File: src/rtl/bp_pkg.sv
// Shared types and helpers for the gshare/BTB branch predictor.
// Counters are stored at the widest supported width; the active width is passed in.
package bp_pkg;

  localparam int unsigned CTR_MAX_BITS = 4;
  // ENTRIES >= 4 leaves at most 28 tag bits above the index and byte offset.
  localparam int unsigned TAG_MAX_BITS = 28;

  typedef logic [CTR_MAX_BITS-1:0] ctr_t;

  typedef struct packed {
    logic                    valid;
    logic [TAG_MAX_BITS-1:0] tag;
    logic [31:0]             target;
  } btb_entry_t;

  // Weakly not-taken: one below the taken threshold.
  function automatic ctr_t ctr_init(int unsigned w);
    return ctr_t'((32'd1 << (w - 32'd1)) - 32'd1);
  endfunction

  // Counter values at or above this predict taken.
  function automatic ctr_t ctr_thresh(int unsigned w);
    return ctr_t'(32'd1 << (w - 32'd1));
  endfunction

  function automatic ctr_t ctr_max(int unsigned w);
    return ctr_t'((32'd1 << w) - 32'd1);
  endfunction

  function automatic ctr_t ctr_inc(ctr_t c, int unsigned w);
    return (c >= ctr_max(w)) ? c : c + ctr_t'(1);
  endfunction

  function automatic ctr_t ctr_dec(ctr_t c);
    return (c == '0) ? c : c - ctr_t'(1);
  endfunction

endpackage

File: src/rtl/bp_pht.sv
// Pattern history table: one saturating counter per entry, combinational read,
// single update port, asynchronous reset to weakly not-taken.
module bp_pht
  import bp_pkg::*;
#(
  parameter int unsigned ENTRIES  = 32,
  parameter int unsigned CTR_BITS = 2,
  parameter int unsigned IDX_BITS = $clog2(ENTRIES)
) (
  input  logic                clk,
  input  logic                reset,
  input  logic [IDX_BITS-1:0] rd_idx,
  output logic                rd_taken,
  input  logic                upd_en,
  input  logic [IDX_BITS-1:0] upd_idx,
  input  logic                upd_taken
);

  ctr_t ctr_q [ENTRIES];
  ctr_t ctr_d [ENTRIES];

  // Read returns pre-update contents; a same-cycle update shows up next cycle.
  assign rd_taken = (ctr_q[rd_idx] >= ctr_thresh(CTR_BITS));

  // Saturating step of the addressed counter.
  always_comb begin
    ctr_d = ctr_q;
    if (upd_en) begin
      ctr_d[upd_idx] = upd_taken ? ctr_inc(ctr_q[upd_idx], CTR_BITS)
                                 : ctr_dec(ctr_q[upd_idx]);
    end
  end

  // Counter storage.
  always_ff @(posedge clk or posedge reset) begin
    if (reset) begin
      for (int unsigned i = 0; i < ENTRIES; i++) begin
        ctr_q[i] <= ctr_init(CTR_BITS);
      end
    end else begin
      ctr_q <= ctr_d;
    end
  end

endmodule

File: src/rtl/gshare_btb_predictor.sv
// Gshare direction predictor with a direct-mapped BTB and speculative global history.
// Optional performance counters are enabled by defining BP_PERF_CNT_EN.
module gshare_btb_predictor
  import bp_pkg::*;
#(
  parameter int unsigned ENTRIES  = 32,
  parameter int unsigned GHR_BITS = 5,
  parameter int unsigned CTR_BITS = 2
) (
  input  logic                clk,
  input  logic                reset,
  input  logic [31:0]         if_pc,
  input  logic                if_advance,
  input  logic                upd_valid,
  input  logic [31:0]         upd_pc,
  input  logic                upd_taken,
  input  logic [31:0]         upd_target,
  input  logic [GHR_BITS-1:0] upd_ghr,
  input  logic                upd_mispredict,
  output logic                pred_hit,
  output logic                pred_taken,
  output logic [31:0]         pred_target,
  output logic [GHR_BITS-1:0] pred_ghr
`ifdef BP_PERF_CNT_EN
  ,
  output logic [31:0]         perf_lookups,
  output logic [31:0]         perf_mispredicts
`endif
);

  localparam int unsigned IDX   = $clog2(ENTRIES);
  localparam int unsigned TAG_W = 30 - IDX;

  if (ENTRIES < 4 || ENTRIES > 1024 || (ENTRIES & (ENTRIES - 1)) != 32'd0) begin : g_bad_entries
    $error("ENTRIES must be a power of two in 4..1024");
  end
  if (GHR_BITS < 1 || GHR_BITS > IDX) begin : g_bad_ghr
    $error("GHR_BITS must be in 1..log2(ENTRIES)");
  end
  if (CTR_BITS < 2 || CTR_BITS > CTR_MAX_BITS) begin : g_bad_ctr
    $error("CTR_BITS must be in 2..4");
  end

  logic [IDX-1:0]      lk_idx;
  logic [TAG_W-1:0]    lk_tag;
  logic [IDX-1:0]      upd_idx;
  logic [TAG_W-1:0]    upd_tag;
  btb_entry_t          lk_entry;
  btb_entry_t          btb_q [ENTRIES];
  btb_entry_t          btb_d [ENTRIES];
  logic [GHR_BITS-1:0] ghr_q;
  logic [GHR_BITS-1:0] ghr_d;
  logic                pht_taken;
  logic                repair;
  logic                unused_pc_bits;

  assign lk_idx         = if_pc[IDX+1:2];
  assign lk_tag         = if_pc[31:IDX+2];
  assign upd_idx        = upd_pc[IDX+1:2];
  assign upd_tag        = upd_pc[31:IDX+2];
  assign repair         = upd_valid & upd_mispredict;
  assign unused_pc_bits = ^{if_pc[1:0], upd_pc[1:0]};

  bp_pht #(
    .ENTRIES  (ENTRIES),
    .CTR_BITS (CTR_BITS),
    .IDX_BITS (IDX)
  ) u_pht (
    .clk       (clk),
    .reset     (reset),
    .rd_idx    (lk_idx ^ IDX'(ghr_q)),
    .rd_taken  (pht_taken),
    .upd_en    (upd_valid & ~reset),
    .upd_idx   (upd_idx ^ IDX'(upd_ghr)),
    .upd_taken (upd_taken)
  );

  // Zero-latency lookup; reset forces a miss so fall-through is if_pc + 4.
  always_comb begin
    lk_entry    = btb_q[lk_idx];
    pred_hit    = ~reset & lk_entry.valid & (lk_entry.tag == TAG_MAX_BITS'(lk_tag));
    pred_taken  = pred_hit & pht_taken;
    pred_target = pred_taken ? lk_entry.target : (if_pc + 32'd4);
    pred_ghr    = ghr_q;
  end

  // Only taken branches allocate or refresh a BTB entry.
  always_comb begin
    btb_d = btb_q;
    if (upd_valid && upd_taken) begin
      btb_d[upd_idx] = '{valid: 1'b1, tag: TAG_MAX_BITS'(upd_tag), target: upd_target};
    end
  end

  // History: repair from the resolved branch wins over this cycle's speculative shift.
  // The width cast drops the oldest bit, which also covers GHR_BITS == 1.
  always_comb begin
    ghr_d = ghr_q;
    if (repair) begin
      ghr_d = GHR_BITS'({upd_ghr, upd_taken});
    end else if (if_advance && pred_hit) begin
      ghr_d = GHR_BITS'({ghr_q, pred_taken});
    end
  end

  // BTB and history registers.
  always_ff @(posedge clk or posedge reset) begin
    if (reset) begin
      ghr_q <= '0;
      for (int unsigned i = 0; i < ENTRIES; i++) begin
        btb_q[i] <= '0;
      end
    end else begin
      ghr_q <= ghr_d;
      btb_q <= btb_d;
    end
  end

`ifdef BP_PERF_CNT_EN
  logic [31:0] perf_lookups_q;
  logic [31:0] perf_lookups_d;
  logic [31:0] perf_mispredicts_q;
  logic [31:0] perf_mispredicts_d;

  // Free-running event counters, wrapping at 2^32.
  always_comb begin
    perf_lookups_d     = perf_lookups_q + {31'd0, if_advance};
    perf_mispredicts_d = perf_mispredicts_q + {31'd0, repair};
  end

  // Counter registers.
  always_ff @(posedge clk or posedge reset) begin
    if (reset) begin
      perf_lookups_q     <= '0;
      perf_mispredicts_q <= '0;
    end else begin
      perf_lookups_q     <= perf_lookups_d;
      perf_mispredicts_q <= perf_mispredicts_d;
    end
  end

  assign perf_lookups     = perf_lookups_q;
  assign perf_mispredicts = perf_mispredicts_q;
`endif

endmodule

File: config.mk
export PLATFORM = sky130hd
export DESIGN_NAME = gshare_btb_predictor
export DESIGN_NICKNAME = d
export VERILOG_FILES = /design/src/rtl/bp_pkg.sv /design/src/rtl/bp_pht.sv /design/src/rtl/gshare_btb_predictor.sv
export SDC_FILE = /design/constraint.sdc
export NUM_CORES = 2
export LEC_CHECK = 0
export CAP_MARGIN = 0
export CORE_MARGIN = 4
export CORE_UTILIZATION = 55
export CTS_CLUSTER_SIZE = 16
export DETAILED_ROUTE_END_ITERATION = 7
export GPL_TIMING_DRIVEN = 0
export PLACE_DENSITY = 0.71
export SYNTH_ARGS = -nofsm -noshare
export SYNTH_HDL_FRONTEND = slang
export SYNTH_SLANG_ARGS = --single-unit
File: constraint.sdc
create_clock -name clk -period 206.6 [get_ports clk]
set_input_delay 41.32 -clock clk [delete_from_list [all_inputs] [get_ports clk]]
set_output_delay 41.32 -clock clk [all_outputs]
set_load 0.1 [all_outputs]
==> flow_metrics.tcl <==
set metrics [dict create \
    status "finished with violations" \
    violations "max-capacitance violations, max-slew violations" \
    cpPeakStageDelay_ns 1.12 \
    final-setup-viol-count 0 \
    hpwlAfterDp_um 201000 \
    fin_nets 6485 \
    netlist.area_leader.share 0.535 \
    post_cts_buffers 0 \
    end_kind "primary output" \
    cts_max_path_buffers 3 \
    whs_path_depth 1 \
    syn_inst 6017 \
    yosys_register_bits 1989 \
    crit_chain "clkdlybuf4s50_1, buf_6, buf_4, nor2_1, clkbuf_1, buf_1, a22oi_1, a21oi_1, xnor2_1, nand4b_1, nor4_2, nand4_2, buf_2, a211oi_1, a21oi_1, clkdlybuf4s50_1" \
    row_count 149 \
    die_area_mm2 0.173 \
    area_growth_pct 12.7 \
    period_share 0.445 \
    reg2reg_from "btb_q[38]" \
    syn_nets 6127 \
    slew_headroom -0.0413 \
    path_max_fanout 11 \
    cts_tree "yes" \
    async_flop_share 1.00 \
    yosysMostFrequentCell "dfrtp_1" \
    die_w_um 416 \
    clkTransAtPathRegs_ns 0.06 \
    yosys.cell_types.count 74 \
    drv_cap 6 \
    max_slew.worst_pin.slew_ns 1.56 \
    cts.root.buffer_cell "clkbuf_16" \
    postRouteAntennaNets 0 \
    final_area_mm2 0.103 \
    via_per_inst 6.67 \
    finalWirelength_um 301000 \
    coreArea_mm2 0.165 \
    worstPathArrival_ns 50.67 \
    io_pins 146 \
    start_util 0.554 \
    placement.io_buffers 135 \
    vias 58347 \
    crit_family "buffers and inverters" \
    grt_overflow_total 0 \
    ys_seq_area_frac 0.545 \
    synth_edf_count 0 \
    drt_iter0_drc 6549 \
    worst-path-buf-inv 7 \
    grt_start_max_net_pins 138 \
    syn_area_mm2 0.0915 \
    placed_cell_area_mm2 0.0961 \
    finalCriticalPeriod_ns 91.99 \
    cp_slowest_cell "clkdlybuf4s50_1" \
    cts_hold_buf 0 \
    insertion_delay_ns 0.85 \
    clock_skew_ns 0.0345 \
    drc 0 \
    r2r_slack_ns 202.31 \
    r2r_cells 9 \
    antenna_found_initial 19 \
    cts-buffers-inserted 202 \
    crit_type "primary input to primary output" \
    powerDensity_mw_per_mm2 10.0 \
    yosysWarnings 0 \
    netlist_top_cells_count "1957 x dfrtp_1, 1870 x mux2_2, 482 x mux4_2" \
    dr.pass1.iters 5 \
    grt_pass1_vias 59446 \
    grt_pass1_wl_um 431000 \
    required_ns 165.28 \
    cp-start-kind "primary input" \
    wl_per_cell_um 34.4 \
    hold_viol_final 0 \
    synth_area_leaders "dfrtp_1 54%, mux2_2 23%, mux4_2 12%" \
    hold_class "flop to flop" \
    drive_gt1_frac 0.441 \
    reg2reg_to "pred_ghr[4]" \
    clock-sinks 1989 \
    hp-start "btb_q[1646]" \
    n_fill_cell 12459 \
    htreeDepth 4 \
    finalSetupTns_ns 0 \
    vdd_drop_max_mv 0.00801 \
    grtUsageTotal 0.348 \
    rsz0062_at_grt "no" \
    die_h_um 416 \
    synth_largest_area_cell "dfrtp_1" \
    p_leak_nw 47.1 \
    avgSynthCellArea_um2 15.2 \
    worst_hold_path.endpoint "btb_q[1646]" \
    maxSlewViolCount 19 \
    gp_congestion 0.917 \
    timing.fmax_mhz 10.9 \
    ys_dominant_reg_cell "dfrtp_1" \
    cts_resized 0 \
]
## worst max-delay path by stage
stage	cells past startpoint	slack, ns	start	end
final	16	114.61	if_pc[3]	pred_target[12]
after detailed placement	16	114.96	if_pc[3]	pred_target[12]
after floorplan	1	109.13	reset	btb_q[0]
after global placement	2	89.60	reset	u_pht.ctr_q[65]
after global routing	16	115.04	if_pc[3]	pred_target[12]
after CTS	16	114.95	if_pc[3]	pred_target[12]
## cells by family (layout without fill, tap and decap cells)
family | count (synthesis) | after routing | synth area share
DFF | 1989 | 1989 | 0.545
adders and majority gates | 3 | 3 | 0.000410
buffers and inverters | 578 | 1100 | 0.0269
other | 0 | 19 | 0
AOI/OAI and AO/OA | 375 | 375 | 0.0269
and+or+nand+nor | 475 | 475 | 0.0257
xor gates and xnor gates | 64 | 64 | 0.00646
muxes | 2533 | 2533 | 0.369
## metrics by stage
step | power (mW) | setup WS (ns) | instances | hold slack (ns) | utilization
after floorplan | 0.603 | 109.13 | 6017 | 0.429 | -
after global placement | 0.649 | 89.60 | 8341 | 0.444 | 0.579
after detailed placement | 0.653 | 114.96 | 8359 | 0.448 | 0.582
after CTS | 1.03 | 114.95 | 8727 | 0.466 | 0.624
after global routing | 1.07 | 115.04 | 8734 | 0.477 | 0.624
final | 1.03 | 114.61 | 8747 | 0.471 | 0.624
## layout make-up
class                      count  area [um^2]  share of cell area
sequential                  1989        49800               0.483
clock inverter                52          741             0.00719
buffer                       565         2420              0.0235
timing repair buffer         154         1830              0.0177
tap                         2189         2740              0.0266
multi-input combinational   3450        39200               0.381
antenna                       19         47.5            0.000461
inverter                      13         56.3            0.000546
clock buffer                 316         6210              0.0602
## per-layer routing
| metal | vias up | part of all wire | global-route usage | wire length (um) |
|---|---|---|---|---|
| met5 | - | 0.000090 | 0 | 27 |
| met4 | 4 | 0.074 | 0.214 | 22300 |
| met3 | 860 | 0.086 | 0.0775 | 25800 |
| met2 | 2888 | 0.46 | 0.532 | 138000 |
| met1 | 31477 | 0.38 | 0.456 | 115000 |
| li1 | 23118 | - | - | - |
## flip-flops by register name, indices dropped and copies added (netlist names)
register,count
u_pht.ctr_q,128
pred_ghr,5
btb_q,1856
## cell usage in the layout, fill, tap and decap left out, types with 35 or more instances in the layout
master           synthesis  layout
nor3_1                  38      38
clkbuf_1               356     392
a22oi_1                 39      39
nor2_1                 182     182
clkbuf_16                0     205
and2_1                  35      35
dfrtp_1               1957    1957
a21oi_1                168     168
nand2_1                 73      73
clkbuf_8                 0      66
mux2_2                1870    1870
buf_1                  109     106
mux4_2                 482     482
buf_2                   60      62
clkdlybuf4s50_1          0     135
mux2i_1                179     179
## report_power, final
part | switching [mW] | internal, mW | total (mW)
Sequential | 0.0326 | 0.450 | 0.482
Clock | 0.158 | 0.225 | 0.384
Combinational | 0.0829 | 0.0848 | 0.168
Total | 0.274 | 0.760 | 1.03
Note: power is estimated with default switching activity, not from simulation.
